## src/rtl/riscv_pkg.sv

```systemverilog
// Constants and types shared between the fetch stage and the decode/control stage.
package riscv_pkg;

    localparam int unsigned OPCODE_W = 7;
    localparam logic [31:0] NOP_INSTR = 32'h0000_0013;

    typedef enum logic [OPCODE_W-1:0] {
        OPC_LW   = 7'b0000011,
        OPC_I    = 7'b0010011,
        OPC_SW   = 7'b0100011,
        OPC_R    = 7'b0110011,
        OPC_LUI  = 7'b0110111,
        OPC_BR   = 7'b1100011,
        OPC_JALR = 7'b1100111,
        OPC_JAL  = 7'b1101111
    } opcode_e;

    typedef struct packed {
        logic [31:0] pc;
        logic [31:0] instr;
    } fetch_entry_t;

endpackage

```

## src/rtl/fetch_fifo.sv

```systemverilog
// Two-entry synchronous FIFO with flush; entry type is a parameter so the
// same block serves the in-flight tag queue and the instruction queue.
module fetch_fifo #(
    parameter type T = logic [31:0]
) (
    input  logic       clk_i,
    input  logic       rst_ni,
    input  logic       flush_i,
    input  logic       push_i,
    input  T           data_i,
    input  logic       pop_i,
    output logic [1:0] count_o,
    output T           head_o
);

    T           mem_q [2];
    logic       rd_ptr_q, rd_ptr_d;
    logic       wr_ptr_q, wr_ptr_d;
    logic [1:0] count_q, count_d;
    logic       do_push, do_pop;

    // A push into a full FIFO is accepted when the head pops in the same cycle.
    always_comb begin
        do_pop   = pop_i && (count_q != 2'd0);
        do_push  = push_i && ((count_q != 2'd2) || do_pop);
        rd_ptr_d = rd_ptr_q;
        wr_ptr_d = wr_ptr_q;
        count_d  = count_q;
        if (flush_i) begin
            rd_ptr_d = 1'b0;
            wr_ptr_d = 1'b0;
            count_d  = '0;
        end else begin
            if (do_push) wr_ptr_d = !wr_ptr_q;
            if (do_pop)  rd_ptr_d = !rd_ptr_q;
            count_d = count_q + 2'(do_push) - 2'(do_pop);
        end
    end

    always_ff @(posedge clk_i) begin
        if (!rst_ni) begin
            rd_ptr_q <= 1'b0;
            wr_ptr_q <= 1'b0;
            count_q  <= '0;
            mem_q[0] <= '0;
            mem_q[1] <= '0;
        end else begin
            rd_ptr_q <= rd_ptr_d;
            wr_ptr_q <= wr_ptr_d;
            count_q  <= count_d;
            if (do_push && !flush_i) mem_q[wr_ptr_q] <= data_i;
        end
    end

    assign count_o = count_q;
    assign head_o  = mem_q[rd_ptr_q];

endmodule

```

## src/rtl/fetch_unit.sv

```systemverilog
// Instruction fetch: owns the PC, issues word requests, tags them with an epoch
// so stale responses after a redirect are dropped, and queues results for decode.
module fetch_unit
    import riscv_pkg::*;
#(
    parameter int unsigned      XLEN     = 32,
    parameter logic [XLEN-1:0]  RESET_PC = '0
) (
    input  logic                clk,
    input  logic                reset,
    output logic                imem_req_valid,
    output logic [XLEN-1:0]     imem_req_addr,
    input  logic                imem_req_ready,
    input  logic                imem_rsp_valid,
    input  logic [XLEN-1:0]     imem_rsp_data,
    input  logic                redirect_valid,
    input  logic [XLEN-1:0]     redirect_pc,
    input  logic                stall,
    output logic                if_valid,
    output logic [XLEN-1:0]     if_pc,
    output logic [XLEN-1:0]     if_instr,
    output logic [OPCODE_W-1:0] if_opcode
);

    typedef struct packed {
        logic            epoch;
        logic [XLEN-1:0] pc;
    } tag_t;

    typedef struct packed {
        logic [XLEN-1:0] pc;
        logic [XLEN-1:0] instr;
    } entry_t;

    logic [XLEN-1:0] pc_q, pc_d;
    logic            epoch_q, epoch_d;
    tag_t            tag_in, tag_head;
    entry_t          iq_in, iq_head;
    logic [1:0]      tag_count, iq_count;
    logic            req_fire, rsp_keep, iq_pop, head_valid;
    logic [2:0]      occ_eff;
    logic            redir_lo_unused;

    assign redir_lo_unused = ^redirect_pc[1:0];

    // occ_eff already credits this cycle's head pop so a full queue that is
    // draining can keep issuing back-to-back.
    always_comb begin
        head_valid     = reset && (iq_count != 2'd0);
        iq_pop         = head_valid && !stall && !redirect_valid;
        occ_eff        = 3'(iq_count) + 3'(tag_count) - 3'(iq_pop);
        imem_req_valid = reset && !redirect_valid && (occ_eff < 3'd2);
        imem_req_addr  = pc_q;
        req_fire       = imem_req_valid && imem_req_ready;
        tag_in         = '{epoch: epoch_q, pc: pc_q};
        rsp_keep       = imem_rsp_valid && (tag_count != 2'd0)
                         && (tag_head.epoch == epoch_q) && !redirect_valid;
        iq_in          = '{pc: tag_head.pc, instr: imem_rsp_data};

        pc_d    = pc_q;
        epoch_d = epoch_q;
        if (redirect_valid) begin
            pc_d    = {redirect_pc[XLEN-1:2], 2'b00};
            epoch_d = !epoch_q;
        end else if (req_fire) begin
            pc_d = pc_q + XLEN'(4);
        end

        if_valid  = head_valid;
        if_pc     = head_valid ? iq_head.pc : '0;
        if_instr  = head_valid ? iq_head.instr : XLEN'(NOP_INSTR);
        if_opcode = if_instr[OPCODE_W-1:0];
    end

    always_ff @(posedge clk) begin
        if (!reset) begin
            pc_q    <= {RESET_PC[XLEN-1:2], 2'b00};
            epoch_q <= 1'b0;
        end else begin
            pc_q    <= pc_d;
            epoch_q <= epoch_d;
        end
    end

    fetch_fifo #(.T(tag_t)) u_tag_q (
        .clk_i   (clk),
        .rst_ni  (reset),
        .flush_i (1'b0),
        .push_i  (req_fire),
        .data_i  (tag_in),
        .pop_i   (imem_rsp_valid),
        .count_o (tag_count),
        .head_o  (tag_head)
    );

    fetch_fifo #(.T(entry_t)) u_instr_q (
        .clk_i   (clk),
        .rst_ni  (reset),
        .flush_i (redirect_valid),
        .push_i  (rsp_keep),
        .data_i  (iq_in),
        .pop_i   (iq_pop),
        .count_o (iq_count),
        .head_o  (iq_head)
    );

    always_ff @(posedge clk) begin
        if (reset && imem_rsp_valid) begin
            assert (tag_count != 2'd0)
                else $error("fetch_unit: instruction response with no request in flight");
        end
    end

endmodule

```

## config.mk

```make
export PLATFORM = sky130hd
export DESIGN_NAME = fetch_unit
export DESIGN_NICKNAME = d
export VERILOG_FILES = /design/src/rtl/riscv_pkg.sv /design/src/rtl/fetch_fifo.sv /design/src/rtl/fetch_unit.sv
export SDC_FILE = /design/constraint.sdc
export NUM_CORES = 1
export LEC_CHECK = 0
export BUFFER_PORTS_ARGS = -buffer_cell sky130_fd_sc_hd__buf_2
export CAP_MARGIN = 20
export CELL_PAD_IN_SITES_DETAIL_PLACEMENT = 0
export CELL_PAD_IN_SITES_GLOBAL_PLACEMENT = 1
export CORE_MARGIN = 2
export CORE_UTILIZATION = 41
export CTS_CLUSTER_SIZE = 30
export DETAILED_ROUTE_END_ITERATION = 8
export PLACE_DENSITY = 0.83
export SLEW_MARGIN = 30
export SYNTH_ARGS = -nofsm -noshare
export SYNTH_HDL_FRONTEND = slang
export SYNTH_SLANG_ARGS = --single-unit
export TNS_END_PERCENT = 30
```

## constraint.sdc

```tcl
create_clock -name clk -period 7.15 [get_ports clk]
set_input_delay 1.7875 -clock clk [delete_from_list [all_inputs] [get_ports clk]]
set_output_delay 1.7875 -clock clk [all_outputs]
set_load 0.03 [all_outputs]
```

After elaboration in Yosys (flattened, before gate mapping)
Memories as Yosys holds them, arrays and structs flattened. A register that Yosys moved wholly into a read port is not among the register bits. Index checks and enable logic that the tools add are counted.

Flip-flop bits (word level): 41. Latch bits: 0. RAM bits: 194. Memory bits (read-only): 0. Output and inout bits: 105. Logic and storage cells: 72. Memories kept: 2.

Add/sub/neg operators: 7. Multipliers: 0. Divide/modulo/power cells: 0. $lt $le $gt $ge: 1. Equal/unequal tests: 3. Shifts and indexed selects: 0. Multiplexer cells: 21. Bitwise operators: 1. Reductions and logical operators: 28.

Memory list: u_instr_q.mem_q (depth 2, bits a word 64, rd ports 1, clocked after Yosys merged registers in 1, write ports 2, RTL line fetch_fifo.sv:16) `T mem_q [2];`; u_tag_q.mem_q (depth 2, bits a word 33, rd ports 1, clocked after Yosys merged registers in 1, write ports 2, RTL line fetch_fifo.sv:16).

Operators with widths (count): $mux W32 (4); $mux W64 (1); $reduce_or A64 Y1 (1); $mux W33 (1); $reduce_or A33 Y1 (1); $add A32 B3 Y32 const B (1); $mux W1 (15); $logic_and A1 B1 Y1 (13); $logic_not A1 Y1 (7); $reduce_bool A2 Y1 (3); $add A2 B1 Y2 (2); $ne A2 B2 Y1 const B (2); $sub A2 B1 Y2 (2); $add A2 B2 Y3 (1); $lt A3 B2 Y1 const B (1); $sub A3 B1 Y3 (1); $logic_or A1 B1 Y1 (2); $reduce_or A2 Y1 (1); $eq A1 B1 Y1 (1); $not A1 Y1 (1).

Logic depth before layout (Yosys ltp)
Depth after elaboration: 14. Mapped depth: 15. Depth with buffers taken out: 13.

By module
From an unflattened synthesis, not the netlist that was laid out.

Cell total of the unflattened synthesis: 890. Area, all modules: 11417.2 um^2.

By module, submodules not included: fetch_fifo at u_instr_q (instances 1, cells an instance 368, area each 5835.6 um^2, seq. area each 3943.8 um^2); fetch_fifo at u_tag_q (instances 1, cells an instance 204, area each 3141.8 um^2, seq. area each 2082.0 um^2); fetch_unit (instances 1, cells an instance 318, area each 2439.8 um^2, seq. area each 620.6 um^2).

Worst setup path after synthesis
Ideal clock, no wire load.

Kind: input to register. From: input port reset. To: memory u_instr_q.mem_q[0][0] (netlist bit), enable pin. Library setup time: 0.568 ns. Arrival time: 6.692 ns. Data required time: 6.582 ns. Setup slack: -0.110 ns. Stages on the path: 5. Path buffers: 1. Cell sequence: buf_2 > nand2b_1 > a31oi_1 > nand3_1 > o21ai_0.

RTL lines: start, declared (RTL line fetch_unit.sv:10) `input logic reset,`; end, declared (RTL line fetch_fifo.sv:16).

Worst setup path after layout
From: input port redirect_valid. To: output port imem_req_valid.

Word-level cells in the longest chain between the ends: 5.

RTL lines: start, declared (RTL line fetch_unit.sv:16) `input logic redirect_valid,`; $logic_not A1 Y1 (*) (RTL line fetch_unit.sv:50, fetch_unit.sv:52); $logic_and A1 B1 Y1 (RTL line fetch_unit.sv:50) `iq_pop = head_valid && !stall && !redirect_valid;`; $sub A3 B1 Y3 (RTL line fetch_unit.sv:51) `occ_eff = 3'(iq_count) + 3'(tag_count) - 3'(iq_pop);`; $lt A3 B2 Y1 (RTL line fetch_unit.sv:52) `imem_req_valid = reset && !redirect_valid && (occ_eff < 3'd2);`; $logic_and A1 B1 Y1 (*) (RTL line fetch_unit.sv:52); end, declared (RTL line fetch_unit.sv:11) `output logic imem_req_valid,`.

Mark *: on every way between the ends. The rest lies on a longest branch, timed or not.

==> run metrics <==
status=complete, no violations; RSZ-0062 raised after global routing=no; Area growth syn-to-layout=18.8%; first-pass GRT wire length=35500 um; Clock Skews=0.0216 ns; commonest non-fill, non-tap cell in the layout=edfxtp_1; CTS root buffer=clkbuf_16; Seq/Total Area, Yosys=61.5%; xor-xnor portion of the synthesized cell area=1.68%; Diodes inserted=0; CP most frequent cell=buf_2; Synth area leaders=edfxtp_1, mux2i_1, dfxtp_1; crit start category=primary input; average vias per placed instance=5.11; Slew Limit Fails=0; vias in the first global route=6533; total global routing overflow=0; Worst-Skew Late Latency=0.52 ns; crit path capture type=output pin; worst setup margin=1.33 ns; initial core utilization=41.6%; Core ar.=0.0250 mm^2; Sink Count=227; layout cells sized above 1=22.7%; critical path cell sequence=buf_2, clkinv_1, buf_4, nand2_1, nor3_1, ha_1, nand2b_1, fa_1, xor2_1, and3_1, buf_2; Layout Utilization=49.4%; worst slew pin tran=0.898 ns; Die X=163 um; postcts setup bufs=0; setup TNS=0 ns; Synth async-reset ratio=0%; cts hold-fix bufs=0; Avg WL per Cell=16.7 um; HP Class=flip-flop to flip-flop; post-cts resize count=0; Post-DP Area=0.0115 mm^2; Total Routed Length=22900 um; largest family of logic cells by synthesized area=simple AND/OR/NAND/NOR gates; Max FO, Critical Path=27; Power Dens Cells=262 mW/mm^2; dpl ws=1.31 ns; vias=7018; CP required=5.36 ns; CP max stage cell=fa_1; count of cell types in the netlist=58; PortBufs=168; cells after synthesis=881; mux contribution to synthesized area=8.94%; Max VDD drop=0.000187 V; DRC viols=0; nets@finish=1106; largest net degree at the start of global routing=45; Slew headroom=40.1%; die area=0.0267 mm^2; simple-gate portion of the synthesized area=18.2%; gr busiest metal=met2; Max Cap Viol=0; # setup viols final=0; Leak=4.75 nW; Fill cells=2216; Post-Syn Area=0.0104 mm^2; GRT Resource Usage Total=16.9%; yosys warns=0; Detailed Place HPWL=15000 um; initial drt markers=509; Mean Syn Cell Area=11.8 um^2; area of the multi-input gates=0.00366 mm^2; Final min period=5.82 ns; Adder-Cell Fraction of Synth Area=1.03%; Critical Path AT=4.03 ns; final critical-path share of the clock period=81.4%; met2 GRT Util=26.9%; Compound-Gate Fraction of Synth Area=4.71%; most frequent cells in the layout=edfxtp_1, buf_2, nor2_1, mux2i_1, and2_1; DRT Pass-1 Iters=6; CTS tree=done; H-Tree Depth=1; global-route met3 utilization=2.51%; DRT antenna net count=0; clk slew on worst S/H paths=0.06 ns; clock buffer depth=3; initial antenna violation count=0; CP max stage delay=0.37 ns; #FFs+latches synth=227; FF+latch area=0.00641 mm^2; worst path bufs/invs=4; GPL Wtd Cong=0.787; Final Hold Fails=0; CTS Buf Count=24; Post-synth EDFFs=186; Rows=58; delay-heaviest family, CP=simple AND/OR/NAND/NOR gates; post-synth top area cell=edfxtp_1; fin area=0.0124 mm^2; post-synth top area share=53.6%; # IOs=175; critical path class=primary input to output pin; DIE HEIGHT=163 um; M1 GR Usage=24.3%; Top FF cell, synth=edfxtp_1; FMAX=172 MHz
## power breakdown
part	internal [mW]	leakage [nW]	switching (mW)
Combinational	0.143	2.10	0.250
Clock	0.747	0.381	0.485
Sequential	1.54	2.27	0.0750
Total	2.43	4.75	0.810
## per-layer routing
layer  routed length (um)  part of all wire, %
met4                  314                  1.4
met3                 1280                  5.6
met1                10600                   46
met2                10700                   47
met5                    0                    0
## state kept, by name (all words and copies together), names as in the netlist, named ones only
signal              flops
u_tag_q.wr_ptr_q        1
u_tag_q.rd_ptr_q        1
u_instr_q.wr_ptr_q      1
u_instr_q.mem_q       124
u_instr_q.count_o       2
u_tag_q.mem_q          62
epoch_q                 1
u_tag_q.count_o         2
u_instr_q.rd_ptr_q      1
imem_req_addr          30
## cell type report
type                    count  area share [%]
well taps                 330            3.34
repair buffers            187            8.38
multi-input cells         571            29.6
flip-flops and latches    227            51.8
clock inverters            11            1.07
inverters                  17           0.516
clock buffers              31            5.24
## per-stage QoR
stage                     hold slack (ns)  total power [mW]  instances
after floorplan                     0.480              1.91        884
after global placement              0.490              2.02       1329
after detailed placement            0.506              2.04       1330
after CTS                           0.523              3.27       1372
after global routing                0.557              3.37       1374
final                               0.521              3.24       1374
## cell families (layout without fill, tap and decap cells)
kind of cell	count (synthesis)	after routing
fa+ha+maj	8	8
mux	93	93
xor+xnor	20	20
simple gates	365	365
buf+inv	86	246
compound gates	81	81
other cells	1	4
flops	227	227
## Yosys cell counts (2+ instances only)
| cell type | count |
|---|---|
| a21oi_1 | 29 |
| o21ai_0 | 18 |
| edfxtp_1 | 186 |
| o211ai_1 | 5 |
| xor2_1 | 6 |
| and2_1 | 92 |
| a32oi_1 | 2 |
| and3_1 | 38 |
| nand3_1 | 17 |
| inv_1 | 16 |
| clkbuf_1 | 46 |
| nor4_1 | 19 |
| xnor2_1 | 14 |
| buf_6 | 2 |
| or2_2 | 2 |
| buf_4 | 13 |
| nor3_1 | 13 |
| a211oi_1 | 4 |
| nor2_1 | 133 |
| buf_1 | 3 |
| mux2i_1 | 93 |
| ha_1 | 7 |
| dlygate4sd1_1 | 2 |
| o21a_1 | 4 |
| or3_1 | 2 |
| nand2_1 | 24 |
| dfxtp_1 | 41 |
| a31oi_1 | 4 |
| buf_2 | 3 |
| o311ai_0 | 2 |
| o22ai_1 | 4 |
| nand2b_1 | 4 |
| nand4_1 | 7 |
| and4_1 | 2 |
## path summary, 6_finish.rpt
path | startpoint | to | slack [ns] | cells past startpoint
worst min-delay path | u_tag_q.rd_ptr_q | flip-flop | 0.52 | 2
worst max register to register | u_instr_q.count_o[1] | u_tag_q.mem_q[1][27] | 3.60 | 12
worst max-delay path | redirect_valid | imem_req_valid | 1.33 | 11
worst min register to register | u_tag_q.rd_ptr_q | flip-flop | 0.52 | 2
## tightest hold or removal path, cell delays in order (launching register included)
cell	delay (ns)
dfxtp_1	0.32
xnor2_1	0.09
nor2_1	0.08
No activity file was read; power rests on OpenSTA's default activity.
